File: src/rtl/qspi_pkg.sv
// qspi_pkg: opcodes, FSM states and phase lengths shared by the quad-SPI XIP read path
package qspi_pkg;
  localparam logic [7:0] OPC_READ = 8'h03;
  localparam logic [7:0] OPC_QREAD = 8'h6B;
  localparam int CMD_BITS = 8;
  localparam int ADDR_BITS = 24;
  localparam int DUMMY_SCK = 8;
  localparam int DATA_BITS = 32;
  typedef enum logic [2:0] {IDLE, CMD, ADDR, DUMMY, DATA, DONE, GAP} qspi_state_t;
endpackage

File: src/rtl/qspi_xip_ctrl_if.sv
// qspi_xip_ctrl_if: CPU-side valid/ready word-read bus into the XIP controller
interface qspi_xip_ctrl_if;
  logic mem_valid;
  logic [25:0] mem_addr;
  logic mem_ready;
  logic [31:0] mem_rdata;
  modport master(output mem_valid, mem_addr, input mem_ready, mem_rdata);
  modport slave(input mem_valid, mem_addr, output mem_ready, mem_rdata);
endinterface

File: src/rtl/qspi_sck_gen.sv
// qspi_sck_gen: CLK_DIV prescaler producing mode-0 sck plus rise/fall strobes for the edge about to happen
module qspi_sck_gen #(
  parameter int CLK_DIV = 1
) (
  input logic clk,
  input logic resetn,
  input logic en,
  output logic sck,
  output logic rise_tick,
  output logic fall_tick
);
  // Preloading two below zero gives two extra clk of cs-to-first-edge setup
  localparam logic [8:0] LEAD = 9'h1FE;
  logic [8:0] cnt;
  logic tick;
  assign tick = en && cnt == 9'(CLK_DIV - 1);
  assign rise_tick = tick && !sck;
  assign fall_tick = tick && sck;
  always_ff @(posedge clk or negedge resetn)
    if (!resetn) begin
      cnt <= LEAD;
      sck <= 1'b0;
    end else if (!en) begin
      cnt <= LEAD;
      sck <= 1'b0;
    end else begin
      cnt <= tick ? 9'd0 : cnt + 9'd1;
      sck <= sck ^ tick;
    end
endmodule

File: src/rtl/qspi_xip_ctrl.sv
// qspi_xip_ctrl: turns one 32-bit bus read into a complete single/quad flash read transaction
module qspi_xip_ctrl import qspi_pkg::*; #(
  parameter int CLK_DIV = 1,
  parameter int CS_HIGH_CYC = 4
) (
  input logic clk,
  input logic resetn,
  input logic quad_en,
  qspi_xip_ctrl_if.slave mem,
  output logic busy,
  output logic qspi_sck,
  output logic [3:0] qspi_cs_n,
  output logic [3:0] qspi_dq_o,
  output logic [3:0] qspi_dq_oe,
  input logic [3:0] qspi_dq_i
);
  qspi_state_t state;
  logic quad;
  logic [1:0] cs_sel;
  logic [31:0] tx, rx;
  logic [5:0] bcnt;
  logic [7:0] gcnt;
  logic active, serial_out, rise_tick, fall_tick, last;
  assign active = state inside {CMD, ADDR, DUMMY, DATA};
  assign serial_out = state == CMD || state == ADDR;
  assign busy = state != IDLE;
  assign mem.mem_ready = state == DONE;
  assign qspi_cs_n = active ? ~(4'b0001 << cs_sel) : 4'hF;
  assign qspi_dq_o = {3'b000, serial_out && tx[31]};
  assign qspi_dq_oe = {3'b000, serial_out || (state == DATA && !quad)};
  assign last = bcnt == (state == CMD ? 6'(CMD_BITS - 1) :
                         state == ADDR ? 6'(ADDR_BITS - 1) :
                         state == DUMMY ? 6'(DUMMY_SCK - 1) :
                         quad ? 6'(DATA_BITS / 4 - 1) : 6'(DATA_BITS - 1));
  qspi_sck_gen #(.CLK_DIV(CLK_DIV)) u_sck (
    .clk(clk),
    .resetn(resetn),
    .en(active),
    .sck(qspi_sck),
    .rise_tick(rise_tick),
    .fall_tick(fall_tick)
  );
  // Opcode and address share one 32-bit shifter since both go out MSB first on dq0
  always_ff @(posedge clk or negedge resetn)
    if (!resetn) begin
      state <= IDLE;
      quad <= 1'b0;
      cs_sel <= 2'd0;
      tx <= '0;
      rx <= '0;
      bcnt <= '0;
      gcnt <= '0;
      mem.mem_rdata <= '0;
    end else begin
      if (rise_tick && state == DATA) rx <= quad ? {rx[27:0], qspi_dq_i} : {rx[30:0], qspi_dq_i[1]};
      if (fall_tick) begin
        tx <= tx << 1;
        bcnt <= last ? 6'd0 : bcnt + 6'd1;
      end
      case (state)
        IDLE: if (mem.mem_valid) begin
          state <= CMD;
          quad <= quad_en;
          cs_sel <= mem.mem_addr[25:24];
          tx <= {quad_en ? OPC_QREAD : OPC_READ, mem.mem_addr[23:0] & 24'hFFFFFC};
        end
        CMD: if (fall_tick && last) state <= ADDR;
        ADDR: if (fall_tick && last) state <= quad ? DUMMY : DATA;
        DUMMY: if (fall_tick && last) state <= DATA;
        DATA: if (fall_tick && last) begin
          state <= DONE;
          mem.mem_rdata <= {rx[7:0], rx[15:8], rx[23:16], rx[31:24]};
        end
        DONE: begin
          state <= GAP;
          gcnt <= 8'd0;
        end
        GAP: if (gcnt == 8'(CS_HIGH_CYC - 1)) state <= IDLE;
          else gcnt <= gcnt + 8'd1;
        default: state <= IDLE;
      endcase
    end
endmodule

File: src/flat_wrapper.sv
// flat-port wrapper written by rule: the top's interface ports become plain ports
module qspi_xip_ctrl_flat import qspi_pkg::*;
#(
  parameter int CLK_DIV = 1,
  parameter int CS_HIGH_CYC = 4
)
  (clk, resetn, quad_en, busy, qspi_sck, qspi_cs_n, qspi_dq_o, qspi_dq_oe, qspi_dq_i, mem_mem_valid, mem_mem_addr, mem_mem_ready, mem_mem_rdata);
  qspi_xip_ctrl_if mem_i ();
  input logic clk;
  input logic resetn;
  input logic quad_en;
  output logic busy;
  output logic qspi_sck;
  output logic [3:0] qspi_cs_n;
  output logic [3:0] qspi_dq_o;
  output logic [3:0] qspi_dq_oe;
  input logic [3:0] qspi_dq_i;
  input wire logic [$bits(mem_i.mem_valid)-1:0] mem_mem_valid;
  input wire logic [$bits(mem_i.mem_addr)-1:0] mem_mem_addr;
  output wire logic [$bits(mem_i.mem_ready)-1:0] mem_mem_ready;
  output wire logic [$bits(mem_i.mem_rdata)-1:0] mem_mem_rdata;
  assign mem_i.mem_valid = mem_mem_valid;
  assign mem_i.mem_addr = mem_mem_addr;
  assign mem_mem_ready = mem_i.mem_ready;
  assign mem_mem_rdata = mem_i.mem_rdata;
  qspi_xip_ctrl #(.CLK_DIV(CLK_DIV), .CS_HIGH_CYC(CS_HIGH_CYC)) u_core (.clk(clk), .resetn(resetn), .quad_en(quad_en), .mem(mem_i), .busy(busy), .qspi_sck(qspi_sck), .qspi_cs_n(qspi_cs_n), .qspi_dq_o(qspi_dq_o), .qspi_dq_oe(qspi_dq_oe), .qspi_dq_i(qspi_dq_i));
endmodule
File: config.mk
export PLATFORM = sky130hd
export DESIGN_NAME = qspi_xip_ctrl_flat
export DESIGN_NICKNAME = d
export VERILOG_FILES = /design/src/rtl/qspi_pkg.sv /design/src/rtl/qspi_xip_ctrl_if.sv /design/src/rtl/qspi_sck_gen.sv /design/src/rtl/qspi_xip_ctrl.sv /design/src/flat_wrapper.sv
export SDC_FILE = /design/constraint.sdc
export NUM_CORES = 1
export LEC_CHECK = 0
export BUFFER_PORTS_ARGS = -buffer_cell sky130_fd_sc_hd__buf_4
export CORE_ASPECT_RATIO = 1.4
export CORE_MARGIN = 2
export CORE_UTILIZATION = 50
export DETAILED_ROUTE_END_ITERATION = 10
export PLACE_DENSITY_LB_ADDON = 0.3
export REMOVE_ABC_BUFFERS = 1
export SYNTH_ARGS = -nofsm -noshare
export SYNTH_HDL_FRONTEND = slang
export SYNTH_SLANG_ARGS = --single-unit
export TNS_END_PERCENT = 10
File: constraint.sdc
create_clock -name clk -period 3.2 [get_ports clk]
set_clock_uncertainty 0.15 [all_clocks]
set_input_delay 0.32 -clock clk [delete_from_list [all_inputs] [get_ports clk]]
set_output_delay 0.32 -clock clk [all_outputs]
set_load 0.01 [all_outputs]
* After elaboration in Yosys (flattened, before gate mapping)
Index checks and enable logic that the tools add are counted.
Storage, ports and cells: register bits 126, input port bits 34, output and inout bits 47, logic and storage cells 75
Cells by class: $add $sub $neg 3, equal/unequal tests 15, shift-type cells 1, muxes and demuxes 24, bitwise gates (word level) 2, reductions and logical operators 20
Operator list (count):
- $mux W32 | 4
- $mux W6 | 4
- $mux W3 | 7
- $pmux W3 S7 | 1
- $mux W9 | 2
- $pmux W8 S2 | 1
- $ne A2 B2 Y1 const B | 6
- $add A9 B1 Y9 const B | 1
- $eq A3 B3 Y1 const B | 3
- $logic_not A9 Y1 | 1
- $add A8 B1 Y8 const B | 1
- $eq A8 B2 Y1 const B | 1
- $mux W8 | 1
- $logic_and A1 B1 Y1 | 7
- $mux W7 | 1
- $add A6 B1 Y6 const B | 1
- $eq A3 B2 Y1 const B | 2
- $eq A6 B6 Y1 | 1
- $reduce_and A2 Y1 | 3
- $reduce_and A6 Y1 | 1
- $mux W5 | 1
- $mux W4 | 1
- $not A4 Y4 | 1
- $reduce_bool A4 Y1 | 1
- other kinds (10) | 12

* Logic depth before layout (Yosys ltp)
Gate-level depths: netlist (run 1).
depth in word-level cells 8, mapped depth 12

* Modules after synthesis
From an unflattened synthesis (run 1), not the netlist that was laid out.
Second synthesis, totals: cells, all modules 517, area, all modules 5855.6 um^2
By module, submodules not included:
- qspi_xip_ctrl | times used 1, cells each 466, area an instance 5331.4 um^2, sequential area each 2902.8 um^2
- qspi_sck_gen | times used 1, cells each 51, area an instance 524.3 um^2, sequential area each 260.2 um^2

* Least setup slack after synthesis (run 1)
Ideal clock, no wire load.
kind register to register, from register u_core.u_sck.cnt[0], to register u_core.tx[15], library setup time 133 ps, arrival time 2197 ps, path slack 719 ps, stages on the path, launching flop included 11, path buffers 2, period minus slack after synthesis 2481 ps, cells stage by stage dfrtp_1 > inv_1 > ha_1 > nor4b_1 > nand2_1 > nor2_1 > ha_1 > buf_2 > buf_1 > mux2i_1 > o21ai_0
Between the ends: longest elaborated chain between the ends 6
Ends and longest elaborated chain:
- start, declared | RTL line qspi_sck_gen.sv:14 | logic [8:0] cnt;
- start signal, assigned | RTL line qspi_sck_gen.sv:27 | cnt <= tick ? 9'd0 : cnt + 9'd1;
- $logic_not A9 Y1 (*) | RTL line qspi_sck_gen.sv:16 | assign tick = en && cnt == 9'(CLK_DIV - 1);
- $logic_and A1 B1 Y1 (*) | RTL line qspi_sck_gen.sv:16
- $logic_and A1 B1 Y1 (*) | RTL line qspi_sck_gen.sv:18 | assign fall_tick = tick && sck;
- $mux W32 (*) | RTL line qspi_xip_ctrl.sv:56 | if (fall_tick) begin
- $mux W32 | RTL line qspi_xip_ctrl.sv:61 | IDLE: if (mem.mem_valid) begin
- $mux W32 (*) | RTL line qspi_xip_ctrl.sv:60 | case (state)
- end signal, assigned | RTL line qspi_xip_ctrl.sv:57 | tx <= tx << 1;
- end signal, assigned | RTL line qspi_xip_ctrl.sv:65 | tx <= {quad_en ? OPC_QREAD : OPC_READ, mem.mem_addr[23:0] & 24'hFFFFFC};
- end, declared | RTL line qspi_xip_ctrl.sv:20 | logic [31:0] tx, rx;
Mark *: on every way between the ends. The rest lies on a longest branch, timed or not. A chain may end at the register's enable or synchronous reset.

* Final worst setup path (run 1)
from register u_core.u_sck.cnt[0], to register u_core.bcnt[5]
Between the ends: longest elaborated chain between the ends 3
Ends and longest elaborated chain:
- $logic_not A9 Y1 | RTL line qspi_sck_gen.sv:16
- $logic_and A1 B1 Y1 | RTL line qspi_sck_gen.sv:16
- $logic_and A1 B1 Y1 | RTL line qspi_sck_gen.sv:18
- end signal, assigned | RTL line qspi_xip_ctrl.sv:58 | bcnt <= last ? 6'd0 : bcnt + 6'd1;
- end, declared | RTL line qspi_xip_ctrl.sv:21 | logic [5:0] bcnt;
No other way between the ends.

==> metrics, run 1 <==
status=finished, final reports clean; Syn. warnings=0; clock-pin transition on the worst setup and hold timing paths=0.06 ns; number of enable flip-flop cells after synthesis=0; Core Util, Final=64.87%; max-slew headroom at the worst pin=50.52%; Hold Vio Cnt, Final=0; TritonCTS sink count=126; number of failing setup endpoints in the final timing report=0; leak pwr=0.003892 uW; number of inserted filler cells in the final layout=903; RSZ-0062 raised after global routing=false; final worst-path cycle share=88.56%; cell types occupying the most area after synthesis=sky130_fd_sc_hd__dfrtp_1, sky130_fd_sc_hd__mux2i_1, sky130_fd_sc_hd__mux2_4, sky130_fd_sc_hd__nor2_1, sky130_fd_sc_hd__dfstp_2; Sequential cell area=3164 sq um; number of buffers added for setup after CTS=0; Hold/Removal Path Class=in -> reg; clock period minus final worst setup slack=2.834 ns; area growth from synthesis to final layout=25.76%; maximum number of pins on one net before global-route repair=65; fraction of synthesis flops using an asynchronous set or reset pin=100.0%; Critical Path Source=u_core.u_sck.cnt[0]$_DFF_PN0_; sequential element share of the synthesized area=53.81%; root buffer cell=sky130_fd_sc_hd__clkbuf_16; mean area per synthesized cell=11.24 sq um; Longest Clk Path Bufs=2; worst-margin pin slew=0.7423 ns; Yosys top cell area share=50.23%; power per cell area=497.0 nW/um^2; number of distinct library cells after synthesis=42; number of cells after detailed placement=715; number of global-route vias before repair=4,202; antenna diode count=0; last weighted congestion value of the routability-driven placer=0.7890; drt first-iter violations=169; share of post-route cells with drive strength above 1=24.96%; final-stage net count=656; count of buffers inserted at the top-level ports=72; Critical Path RT=3.34 ns; vias per cell=5.230; clock tree from TritonCTS=built; nature of the critical path startpoint=flip-flop; antenna violations before repair=0; total track usage=19.66%; HPWL after detailed placement=7446 um; Hold WS=0.06477 ns; worst vdd ir=0.3426 mV; area of the multi-input gates=2506 sq um; fmax=352.9 MHz; Worst Setup End Kind=flip-flop; mean routed wirelength per cell=14.89 um; count of state elements after synthesis=126; Synth Cell Area=5878 sq um; maximum fanout along the worst path=37; critical path class=reg -> reg; Syn Inst Count=523; Worst-Skew Late Latency=0.41 ns; WP data arrival=2.97 ns; number of placement rows=46; total number of vias=4,043; DRC violation count after routing=0; wire length of the first global-routing pass=19,640 um; Finished Layout Cells=773; dominant cell type by area after synthesis=sky130_fd_sc_hd__dfrtp_1; # IOs=81; Core Area=11,400 sq um; total wirelength of the detailed-routed design=11,510 um; die area=12,650 sq um; number of iterations in the first detailed-routing pass=4; H-tree depth=4; horizontal die dimension=95.64 um; remaining antenna violation count=0; number of max-slew violations in the final report=0; worst reg2reg startpoint=u_core.u_sck.cnt[0]$_DFF_PN0_; number of buffers created by CTS=17; total congestion overflow after global routing=0; number of max-cap violations=0; Hold Path Origin=qspi_dq_i[3]; Initial Utilization=51.58%; Die Height=132.3 um; ys flop type=sky130_fd_sc_hd__dfrtp_1
==> cell usage in the layout, fill, tap and decap left out, drive strengths merged, types with 6 or more instances in the layout <==
cell / count
inv: 6
xor2: 9
conb: 6
dfstp: 8
nand4: 7
buf: 80
clkbuf: 23
dlygate4sd3: 26
mux2i: 63
mux2: 34
a21oi: 36
nor2: 59
xnor2: 11
ha: 6
dfrtp: 118
nand2: 52
nor3: 6
o21ai: 31
and3: 7
==> cells by family (layout without fill, tap and decap cells) <==
| family | count (synthesis) | count (layout) | share of synthesized area [%] |
|---|---|---|---|
| AO/OA/AOI/OAI | 77 | 77 | 7.110 |
| other | 1 | 6 | 0.06380 |
| buffers and inverters | 43 | 144 | 3.959 |
| adder cells (fa/ha/maj) | 6 | 6 | 1.277 |
| XOR/XNOR | 20 | 20 | 2.980 |
| multiplexers | 97 | 97 | 19.16 |
| flip-flops | 126 | 126 | 53.81 |
| AND/OR/NAND/NOR | 153 | 153 | 11.64 |
==> flip-flops by register name (all words and copies together) (netlist names) <==
signal / count
u_core.cs_sel: 2
u_core.rx: 32
u_core.u_sck.cnt: 9
u_core.tx: 32
u_core.u_sck.sck: 1
u_core.quad: 1
u_core.gcnt: 8
u_core.bcnt: 6
u_core.mem.mem_rdata: 32
u_core.state: 3
==> path summary, 6_finish.rpt <==
kind,to,slack (ns),cells past startpoint
worst max-delay path,u_core.bcnt[5]$_DFFE_PN0N_,0.37,11
max in group asynchronous,u_core.mem.mem_rdata[23]$_DFFE_PN0P_,1.73,3
min in group asynchronous,u_core.u_sck.cnt[0]$_DFF_PN0_,0.37,2
worst min register to register,u_core.u_sck.cnt[0]$_DFF_PN0_,0.34,1
worst min-delay path,u_core.rx[3]$_DFFE_PN0P_,0.06,3
worst max register to register,u_core.bcnt[5]$_DFFE_PN0N_,0.37,11
==> cell type report <==
cell class                      instances  share of cell area [%]
Sequential cell                       126                   42.81
Multi-Input combinational cell        359                   33.90
Timing Repair Buffer                  106                   12.15
Clock inverter                          9                   1.794
Inverter                                6                  0.3047
Clock buffer                           23                   6.601
Tap cell                              144                   2.437
==> report_power, final <==
group          switching (uW)  internal, uW  leakage (uW)
Clock                     678          1310      0.000299
Sequential                  0          1600       0.00165
Combinational            45.1          48.7       0.00194
Total                     723          2950       0.00389
==> Yosys cell counts (2+ instances only) <==
library cell / instances
sky130_fd_sc_hd__nor2b_1: 2
sky130_fd_sc_hd__nand2_1: 52
sky130_fd_sc_hd__nor4b_1: 2
sky130_fd_sc_hd__buf_6: 4
sky130_fd_sc_hd__o21ai_0: 31
sky130_fd_sc_hd__dfrtp_1: 118
sky130_fd_sc_hd__nor2_1: 59
sky130_fd_sc_hd__inv_1: 6
sky130_fd_sc_hd__nand4_1: 7
sky130_fd_sc_hd__nand3_1: 3
sky130_fd_sc_hd__dfstp_2: 8
sky130_fd_sc_hd__xnor2_1: 11
sky130_fd_sc_hd__mux2_2: 4
sky130_fd_sc_hd__buf_4: 6
sky130_fd_sc_hd__ha_1: 6
sky130_fd_sc_hd__nor3_1: 6
sky130_fd_sc_hd__xor2_1: 9
sky130_fd_sc_hd__and3_1: 7
sky130_fd_sc_hd__buf_2: 15
sky130_fd_sc_hd__nor3b_1: 2
sky130_fd_sc_hd__mux2_4: 30
sky130_fd_sc_hd__clkbuf_1: 6
sky130_fd_sc_hd__nand2b_1: 4
sky130_fd_sc_hd__mux2i_1: 63
sky130_fd_sc_hd__a21oi_1: 36
sky130_fd_sc_hd__and2_1: 5
sky130_fd_sc_hd__buf_1: 6
==> per-stage QoR <==
step / worst slack (ns) / power (uW) / TNS (ns) / instance area (sq um)
2_1_floorplan: -1.419 / 1628 / -43.64 / 5687
6_report: 0.3660 / 3674 / 0 / 7392
5_1_grt: 0.05992 / 3799 / 0 / 7392
4_1_cts: 0.3291 / 3717 / 0 / 7392
3_5_place_dp: 0.3891 / 1693 / 0 / 6511
3_3_place_gp: 0.4570 / 1692 / 0 / 6511
==> metal layers <==
| layer | track usage, % | wire length, um | vias up |
|---|---|---|---|
| met5 | 0 | 0 | - |
| met4 | 6.587 | 159 | 0 |
| met3 | 5.489 | 395 | 18 |
| met2 | 33.26 | 6023 | 74 |
| met1 | 23.82 | 4930 | 1983 |
| li1 | - | - | 1968 |
==> what timing repair did <==
action                                 CTS  global route
hold buffers                            26             0
resized for setup                        0             0
endpoints found under the hold margin   72             0
==> worst max-delay path, stage by stage, from the launching register on <==
cell,delay (ns)
sky130_fd_sc_hd__dfrtp_1,0.40
sky130_fd_sc_hd__inv_1,0.09
sky130_fd_sc_hd__ha_1,0.15
sky130_fd_sc_hd__nor4b_1,0.27
sky130_fd_sc_hd__nand2_1,0.13
sky130_fd_sc_hd__nor2_1,0.15
sky130_fd_sc_hd__ha_2,0.21
sky130_fd_sc_hd__buf_4,0.48
sky130_fd_sc_hd__nand4_1,0.24
sky130_fd_sc_hd__nor2_1,0.21
sky130_fd_sc_hd__xnor2_1,0.16
sky130_fd_sc_hd__nor2_1,0.07
Note: power is estimated with default switching activity, not from simulation.
==> run 2: changes to the inputs <==
--- a/config.mk
+++ b/config.mk
@@ -14,5 +14,6 @@
 export REMOVE_ABC_BUFFERS = 1
 export SYNTH_ARGS = -nofsm -noshare
 export SYNTH_HDL_FRONTEND = slang
+export SYNTH_HIERARCHICAL = 1
 export SYNTH_SLANG_ARGS = --single-unit
 export TNS_END_PERCENT = 10
==> run 2 against run 1 <==
  * Combinational power decreased by 1%
  * Sequential cell count did not move
  * First-iteration DRC count decreased by 37%
  * Die area down 0.37%
  * Hold slack gained 0.011 ns
  * Critical path depth fell by 3
  * Design area up 0.54%
  * Wire length shrank 0.48%
  * Maximum frequency decreased by 3.5%
==> metrics, run 2 <==
status=finished, final reports clean (unchanged); sequential group share of total power=42.5% (was 43.4%); RSZ-0062 raised after global routing=false (unchanged); area share of fa/ha/maj cells after synthesis=1.282% (was 1.277%); total number of vias=4,070 (was 4,043); number of enable flip-flop cells after synthesis=0 (unchanged); area of the multi-input gates=2509 sq um (was 2506 sq um); maximum fanout along the worst path=32 (was 37); die area=12,610 sq um (was 12,650 sq um); clock-pin transition on the worst setup and hold timing paths=0.06 ns (about the same); power per cell area=505.4 nW/um^2 (was 497.0 nW/um^2); wire length of the first global-routing pass=19,260 um (was 19,640 um); mean routed wirelength per cell=14.84 um (was 14.89 um); ys flop type=sky130_fd_sc_hd__dfrtp_1 (unchanged); number of max-slew violations in the final report=0 (unchanged); total congestion overflow after global routing=0 (unchanged); count of buffers inserted at the top-level ports=72 (unchanged); most frequent cell after synthesis=sky130_fd_sc_hd__dfrtp_1 (unchanged); dominant cell type by area after synthesis=sky130_fd_sc_hd__dfrtp_1 (unchanged); clock period minus final worst setup slack=2.936 ns (was 2.834 ns); worst vdd ir=0.3396 mV (was 0.3426 mV); Hold/Removal Path Class=in -> reg (unchanged); Crit-path slowest cell=sky130_fd_sc_hd__or4_2 (was sky130_fd_sc_hd__buf_4); final-stage net count=655 (was 656); Die Height=132.0 um (was 132.3 um); Synth Cell Area=5856 sq um (was 5878 sq um); leak pwr=0.003682 uW (was 0.003892 uW); worst-case setup slack after placement=0.2693 ns (was 0.3891 ns); WP data arrival=3.07 ns (was 2.97 ns); last weighted congestion value of the routability-driven placer=0.8355 (was 0.7890); fin worst setup slack=0.2643 ns (was 0.3660 ns); Non-Filler Cell Area, Final=7432 sq um (was 7392 sq um); final worst-path cycle share=91.74% (was 88.56%); switching fraction of total power=19.45% (was 19.67%); horizontal die dimension=95.46 um (was 95.64 um); sum of negative setup slack=0 ns (unchanged); vias per cell=5.272 (was 5.230); cell types occupying the most area after synthesis=sky130_fd_sc_hd__dfrtp_1, sky130_fd_sc_hd__mux2i_1, sky130_fd_sc_hd__mux2_4, sky130_fd_sc_hd__dfstp_2, sky130_fd_sc_hd__nor2_1 (was sky130_fd_sc_hd__dfrtp_1, sky130_fd_sc_hd__mux2i_1, sky130_fd_sc_hd__mux2_4, sky130_fd_sc_hd__nor2_1, sky130_fd_sc_hd__dfstp_2); H-tree depth=4 (unchanged); registers with the most flip-flops=u_core/mem.mem_rdata: 32 flops, u_core/rx: 32 flops, u_core/tx: 32 flops (was u_core.mem.mem_rdata: 32 flops, u_core.rx: 32 flops, u_core.tx: 32 flops); Syn. warnings=6 (was 0); # resized after CTS=0 (unchanged); # IOs=81 (unchanged); mean area per synthesized cell=11.33 sq um (was 11.24 sq um); number of placement rows=46 (unchanged); maximum number of pins on one net before global-route repair=65 (unchanged); Longest Clk Path Bufs=2 (unchanged); worst-margin pin slew=1.059 ns (was 0.7423 ns); most common library cell in the layout ignoring fill and taps=sky130_fd_sc_hd__dfrtp_1 (unchanged); area fraction in compound gates after synthesis=7.500% (was 7.109%); remaining antenna violation count=0 (unchanged); Yosys top cell area share=50.43% (was 50.23%); cell-internal power=3026 uW (was 2951 uW); fraction of synthesis flops using an asynchronous set or reset pin=100.0% (unchanged); max-slew headroom at the worst pin=29.41% (was 50.52%); number of max-cap violations=0 (unchanged); Sequential cell area=3164 sq um (unchanged); synthesized-area fraction occupied by and/or/nand/nor cells=12.12% (was 11.64%); area growth from synthesis to final layout=26.92% (was 25.76%); clock tree from TritonCTS=built (unchanged); main combinational cell family by area after synthesis=multiplexers (unchanged); switching pwr=730.6 uW (was 722.7 uW); sequential element share of the synthesized area=54.02% (was 53.81%); number of global-route vias before repair=4,101 (was 4,202); Core Area=11,400 sq um (unchanged); most common library cells after synthesis=sky130_fd_sc_hd__dfrtp_1, sky130_fd_sc_hd__mux2i_1, sky130_fd_sc_hd__nor2_1, sky130_fd_sc_hd__nand2_1, sky130_fd_sc_hd__a21oi_1 (unchanged); root buffer cell=sky130_fd_sc_hd__clkbuf_16 (unchanged); drt first-iter violations=107 (was 169); critical path class=reg -> reg (unchanged); peak per-stage delay on the critical path=0.69 ns (was 0.48 ns); antenna diode count=0 (unchanged); fmax=340.6 MHz (was 352.9 MHz); Worst-Skew Late Latency=0.40 ns (was 0.41 ns); combinational share of power=2.5% (was 2.6%); number of failing setup endpoints in the final timing report=0 (unchanged); total track usage=19.23% (was 19.66%); Initial Utilization=51.38% (was 51.58%); nature of the critical path startpoint=flip-flop (unchanged); HPWL after detailed placement=7243 um (was 7446 um); Hold Vio Cnt, Final=0 (unchanged); number of buffers created by CTS=17 (unchanged); Post-Place Cell Area=6528 sq um (was 6511 sq um); DRC violation count after routing=0 (unchanged); Critical Path RT=3.33 ns (was 3.34 ns); share of post-route cells with drive strength above 1=25.96% (was 24.96%); share of the synthesized netlist area taken by xor and xnor gates=2.244% (was 2.980%); number of inserted filler cells in the final layout=882 (was 903); Syn Inst Count=517 (was 523); CP cell instances=nor4_1 -> and4b_1 -> and2_1 -> ha_2 -> nand3_1 -> or4_2 -> buf_12 -> mux2_4 (was inv_1 -> ha_1 -> nor4b_1 -> nand2_1 -> nor2_1 -> ha_2 -> buf_4 -> nand4_1 -> nor2_1 -> xnor2_1 -> nor2_1); number of distinct library cells after synthesis=50 (was 42); total wirelength of the detailed-routed design=11,450 um (was 11,510 um); number of iterations in the first detailed-routing pass=4 (unchanged); post-synthesis mux area share=19.23% (was 19.16%); commonest non-fill, non-tap cells in the layout=sky130_fd_sc_hd__dfrtp_1, sky130_fd_sc_hd__buf_4, sky130_fd_sc_hd__mux2i_1 (unchanged); Worst Setup End Kind=flip-flop (unchanged); TritonCTS sink count=126 (unchanged); antenna violations before repair=0 (unchanged); power share of the clock group=55.1% (was 54.0%); count of state elements after synthesis=126 (unchanged)
run 2: cell type report:
class	count	area share (%)
sequential	126	42.58
clock inverter	14	2.896
inverter	9	0.4545
clock buffer	18	5.774
multi-input combinational	353	33.75
tap	144	2.424
timing repair buffer	108	12.12
run 2: metrics by stage:
stage                     total power (uW)  hold WS (ns)  util [%]  instances
after global routing                  3888       0.08068     65.22        772
final                                 3756       0.07560     65.22        772
after detailed placement              1691        0.2972     57.28        714
after CTS                             3800       0.05761     65.22        772
after global placement                1690        0.3001     57.28        714
after floorplan                       1627       -0.1256         -        488
run 2: per-layer routing:
| metal | GRT usage, % | part of all wire (%) |
|---|---|---|
| met5 | 0 | 0 |
| met2 | 32.32 | 52 |
| met3 | 4.688 | 3.7 |
| met1 | 24.50 | 44 |
| met4 | 5.556 | 0.52 |
run 2: critical path: cells and delay by family (launching register included):
family                     cells  cell delay, ns
DFF                            1            0.40
and+or+nand+nor                5            1.51
muxes                          1            0.32
adders and majority gates      1            0.19
buffers and inverters          1            0.24
run 2: repair_timing:
| item | CTS | global route |
|---|---|---|
| setup buffers | 0 | 0 |
| endpoints found under the hold margin | 84 | 0 |
| hold buffers | 26 | 0 |
run 2: kinds of logic (layout without fill, tap and decap cells):
family / after synthesis / in the layout
flops: 126 / 126
buf+inv: 43 / 149
compound gates: 81 / 81
simple gates: 148 / 148
mux: 97 / 97
xor+xnor: 15 / 15
fa+ha+maj: 6 / 6
other cells: 1 / 6
run 2: power groups by stage:
stage	clock [uW]	sequential (uW)	combinational (uW)
floorplan	0	1620	3.87
global placement	0	1620	67.9
detailed placement	0	1620	68.8
CTS	2110	1590	94.7
global route	2190	1590	106
finish	2070	1590	92.9
run 2: path summary, 6_finish.rpt:
check                                              start  cells past startpoint                                   end  slack [ns]
max                        u_core/u_sck/cnt[3]$_DFF_PN1_                      8  u_core/mem.mem_rdata[10]$_DFFE_PN0P_        0.26
max reg2reg                u_core/u_sck/cnt[3]$_DFF_PN1_                      8  u_core/mem.mem_rdata[10]$_DFFE_PN0P_        0.26
min in group asynchronous                         resetn                      2           u_core/state[2]$_DFFE_PN0P_        0.39
max in group asynchronous                         resetn                      3  u_core/mem.mem_rdata[20]$_DFFE_PN0P_        1.69
min reg2reg                      u_core/tx[25]$_DFF_PN0_                      2               u_core/tx[25]$_DFF_PN0_        0.35
min                                         qspi_dq_i[0]                      3              u_core/rx[0]$_DFFE_PN0P_        0.08
==> run 3: changes to the inputs <==
==> constraint.sdc (replaced) <==
create_clock -name clk -period 3.2 [get_ports clk]
set_clock_uncertainty 0.15 [all_clocks]
set_input_delay 0.8 -clock clk [delete_from_list [all_inputs] [get_ports clk]]
set_output_delay 0.8 -clock clk [all_outputs]
set_load 0.01 [all_outputs]
==> run 3 against run 2 <==
  * Final cell count down 3.1%
  * Combinational power decreased by 28%
  * Sequential cell count unchanged
  * Global-route usage hardly changed
  * Sequential share of layout area is 1.6 points higher
  * Worst setup slack got worse by 0.061 ns
  * Sequential power about the same
  * Via count down 1.8%
  * Power shrank 3.5%
  * Critical path type is now reg -> out
==> metrics, run 3 (synthesized netlist as in run 2, its figures left out) <==
Core Area=11,400 sq um (unchanged); Hold WS=0.2263 ns (was 0.07560 ns); remaining antenna violation count=0 (unchanged); last weighted congestion value of the routability-driven placer=0.8377 (was 0.8355); share of post-route cells with drive strength above 1=27.48% (was 25.96%); drt first-iter violations=125 (was 107); WP data arrival=2.05 ns (was 3.07 ns); registers with the most flip-flops=u_core/mem.mem_rdata: 32 flops, u_core/rx: 32 flops, u_core/tx: 32 flops (unchanged); final worst-path cycle share=93.65% (was 91.74%); Worst-Skew Late Latency=0.40 ns (about the same); Hold/Removal Path Class=in -> async (was in -> reg); total wirelength of the detailed-routed design=11,230 um (was 11,450 um); sum of negative setup slack=0 ns (unchanged); total congestion overflow after global routing=0 (unchanged); mean routed wirelength per cell=15.01 um (was 14.84 um); maximum fanout along the worst path=14 (was 32); fmax=333.7 MHz (was 340.6 MHz); critical path class=reg -> out (was reg -> reg); Crit-path slowest cell=sky130_fd_sc_hd__dfrtp_1 (was sky130_fd_sc_hd__or4_2); worst reg2reg startpoint=u_core/u_sck/cnt[3]$_DFF_PN1_ (unchanged); Initial Utilization=51.38% (unchanged); die area=12,610 sq um (unchanged); total number of vias=3,995 (was 4,070); TritonCTS sink count=126 (unchanged); worst reg-to-reg path cell count=8 (unchanged); # resized after CTS=0 (unchanged); nature of the critical path startpoint=flip-flop (unchanged); peak per-stage delay on the critical path=0.45 ns (was 0.69 ns); wire length of the first global-routing pass=19,440 um (was 19,260 um); CP cell instances=nor2_1 -> xnor2_1 -> buf_4 -> or3b_2 -> buf_4 (was nor4_1 -> and4b_1 -> and2_1 -> ha_2 -> nand3_1 -> or4_2 -> buf_12 -> mux2_4); Hold Vio Cnt, Final=0 (unchanged); number of max-slew violations in the final report=0 (unchanged); Longest Clk Path Bufs=2 (unchanged); clock period minus final worst setup slack=2.997 ns (was 2.936 ns); Die Height=132.0 um (unchanged); final-stage net count=631 (was 655); post-layout total power=3623 uW (was 3756 uW); maximum number of pins on one net before global-route repair=65 (unchanged); most common library cell in the layout ignoring fill and taps=sky130_fd_sc_hd__dfrtp_1 (unchanged); clock-pin transition on the worst setup and hold timing paths=0.05 ns (was 0.06 ns); max-slew headroom at the worst pin=28.51% (was 29.41%); number of buffers added for setup after CTS=0 (unchanged); Worst R2R Setup Slack=0.24 ns (was 0.26 ns); clock tree from TritonCTS=built (unchanged); number of inserted filler cells in the final layout=923 (was 882); leak pwr=0.003569 uW (was 0.003682 uW); antenna diode count=0 (unchanged); Reg-to-Reg End=u_core/mem.mem_rdata[1]$_DFFE_PN0P_ (was u_core/mem.mem_rdata[10]$_DFFE_PN0P_); count of buffers inserted at the top-level ports=72 (unchanged); commonest non-fill, non-tap cells in the layout=sky130_fd_sc_hd__dfrtp_1, sky130_fd_sc_hd__buf_4, sky130_fd_sc_hd__mux2i_1 (unchanged); antenna violations before repair=0 (unchanged); number of iterations in the first detailed-routing pass=5 (was 4); cts hold-fix bufs=0 (was 26); total track usage=19.23% (about the same); # IOs=81 (unchanged); Worst Setup End Kind=primary output (was flip-flop); area growth from synthesis to final layout=22.24% (was 26.92%); H-tree depth=4 (unchanged); DRC violation count after routing=0 (unchanged); Top cell by count, worst path=sky130_fd_sc_hd__buf_4; status=finished, final reports clean (unchanged); number of failing setup endpoints in the final timing report=0 (unchanged); worst-margin pin slew=1.072 ns (was 1.059 ns); number of max-cap violations=0 (unchanged); Critical Path RT=2.25 ns (was 3.33 ns); horizontal die dimension=95.46 um (unchanged); vias per cell=5.341 (was 5.272); HPWL after detailed placement=7351 um (was 7243 um); number of global-route vias before repair=4,201 (was 4,101); power per cell area=506.1 nW/um^2 (was 505.4 nW/um^2); RSZ-0062 raised after global routing=false (unchanged); worst vdd ir=0.4230 mV (was 0.3396 mV); root buffer cell=sky130_fd_sc_hd__clkbuf_16 (unchanged); number of placement rows=46 (unchanged); number of buffers created by CTS=17 (unchanged)
==> run 3: how the worst max path moves through the flow <==
stage | startpoint | to | slack [ns] | cells past startpoint
after global routing | u_core/u_sck/cnt[3]$_DFF_PN1_ | u_core/mem.mem_rdata[0]$_DFFE_PN0P_ | 0.08 | 8
after detailed placement | u_core/u_sck/cnt[3]$_DFF_PN1_ | u_core/mem.mem_rdata[1]$_DFFE_PN0P_ | 0.25 | 8
final | u_core/state[0]$_DFFE_PN0P_ | qspi_cs_n[0] | 0.20 | 5
after floorplan | u_core/state[1]$_DFFE_PN0P_ | u_core/mem.mem_rdata[0]$_DFFE_PN0P_ | -1.77 | 7
after CTS | u_core/state[0]$_DFFE_PN0P_ | qspi_cs_n[0] | 0.18 | 5
after global placement | u_core/u_sck/cnt[3]$_DFF_PN1_ | u_core/mem.mem_rdata[0]$_DFFE_PN0P_ | 0.29 | 8
==> run 3: report_power, final <==
group          leakage [uW]  switching, uW  internal [uW]
clock              0.000295            695           1270
combinational       0.00162           39.5           27.4
sequential          0.00166              0           1590
==> run 3: per-stage QoR <==
stage                     util (%)  setup WS [ns]  instances  instance area, sq um
final                        62.81         0.2031        748                  7158
after floorplan                  -         -1.774        488                  5700
after CTS                    62.81         0.1779        748                  7158
after global placement       57.41         0.2925        716                  6543
after global routing         62.81        0.07726        748                  7158
after detailed placement     57.41         0.2543        716                  6543
==> run 3: cell type report <==
type / instances / area [sq um] / share of cell area, %
flip-flops and latches: 126 / 3164 / 44.21
multi-input cells: 353 / 2509 / 35.05
repair buffers: 84 / 655.6 / 9.159
clock buffers: 19 / 452.9 / 6.328
well taps: 144 / 180.2 / 2.517
clock inverters: 13 / 162.7 / 2.272
inverters: 9 / 33.78 / 0.4719
==> run 3: routing by layer <==
metal	track usage [%]	part of all wire, %
met5	0	0
met4	5.794	0.81
met3	4.974	4.1
met2	31.49	50
met1	25.00	45
==> run 3: worst max-delay path: cells and delay by family, from the launching register on <==
kind                   cells  cell delay (ns)
AND/OR/NAND/NOR            2             0.65
flip-flops                 1             0.45
buffers and inverters      2             0.37
XOR/XNOR                   1             0.16
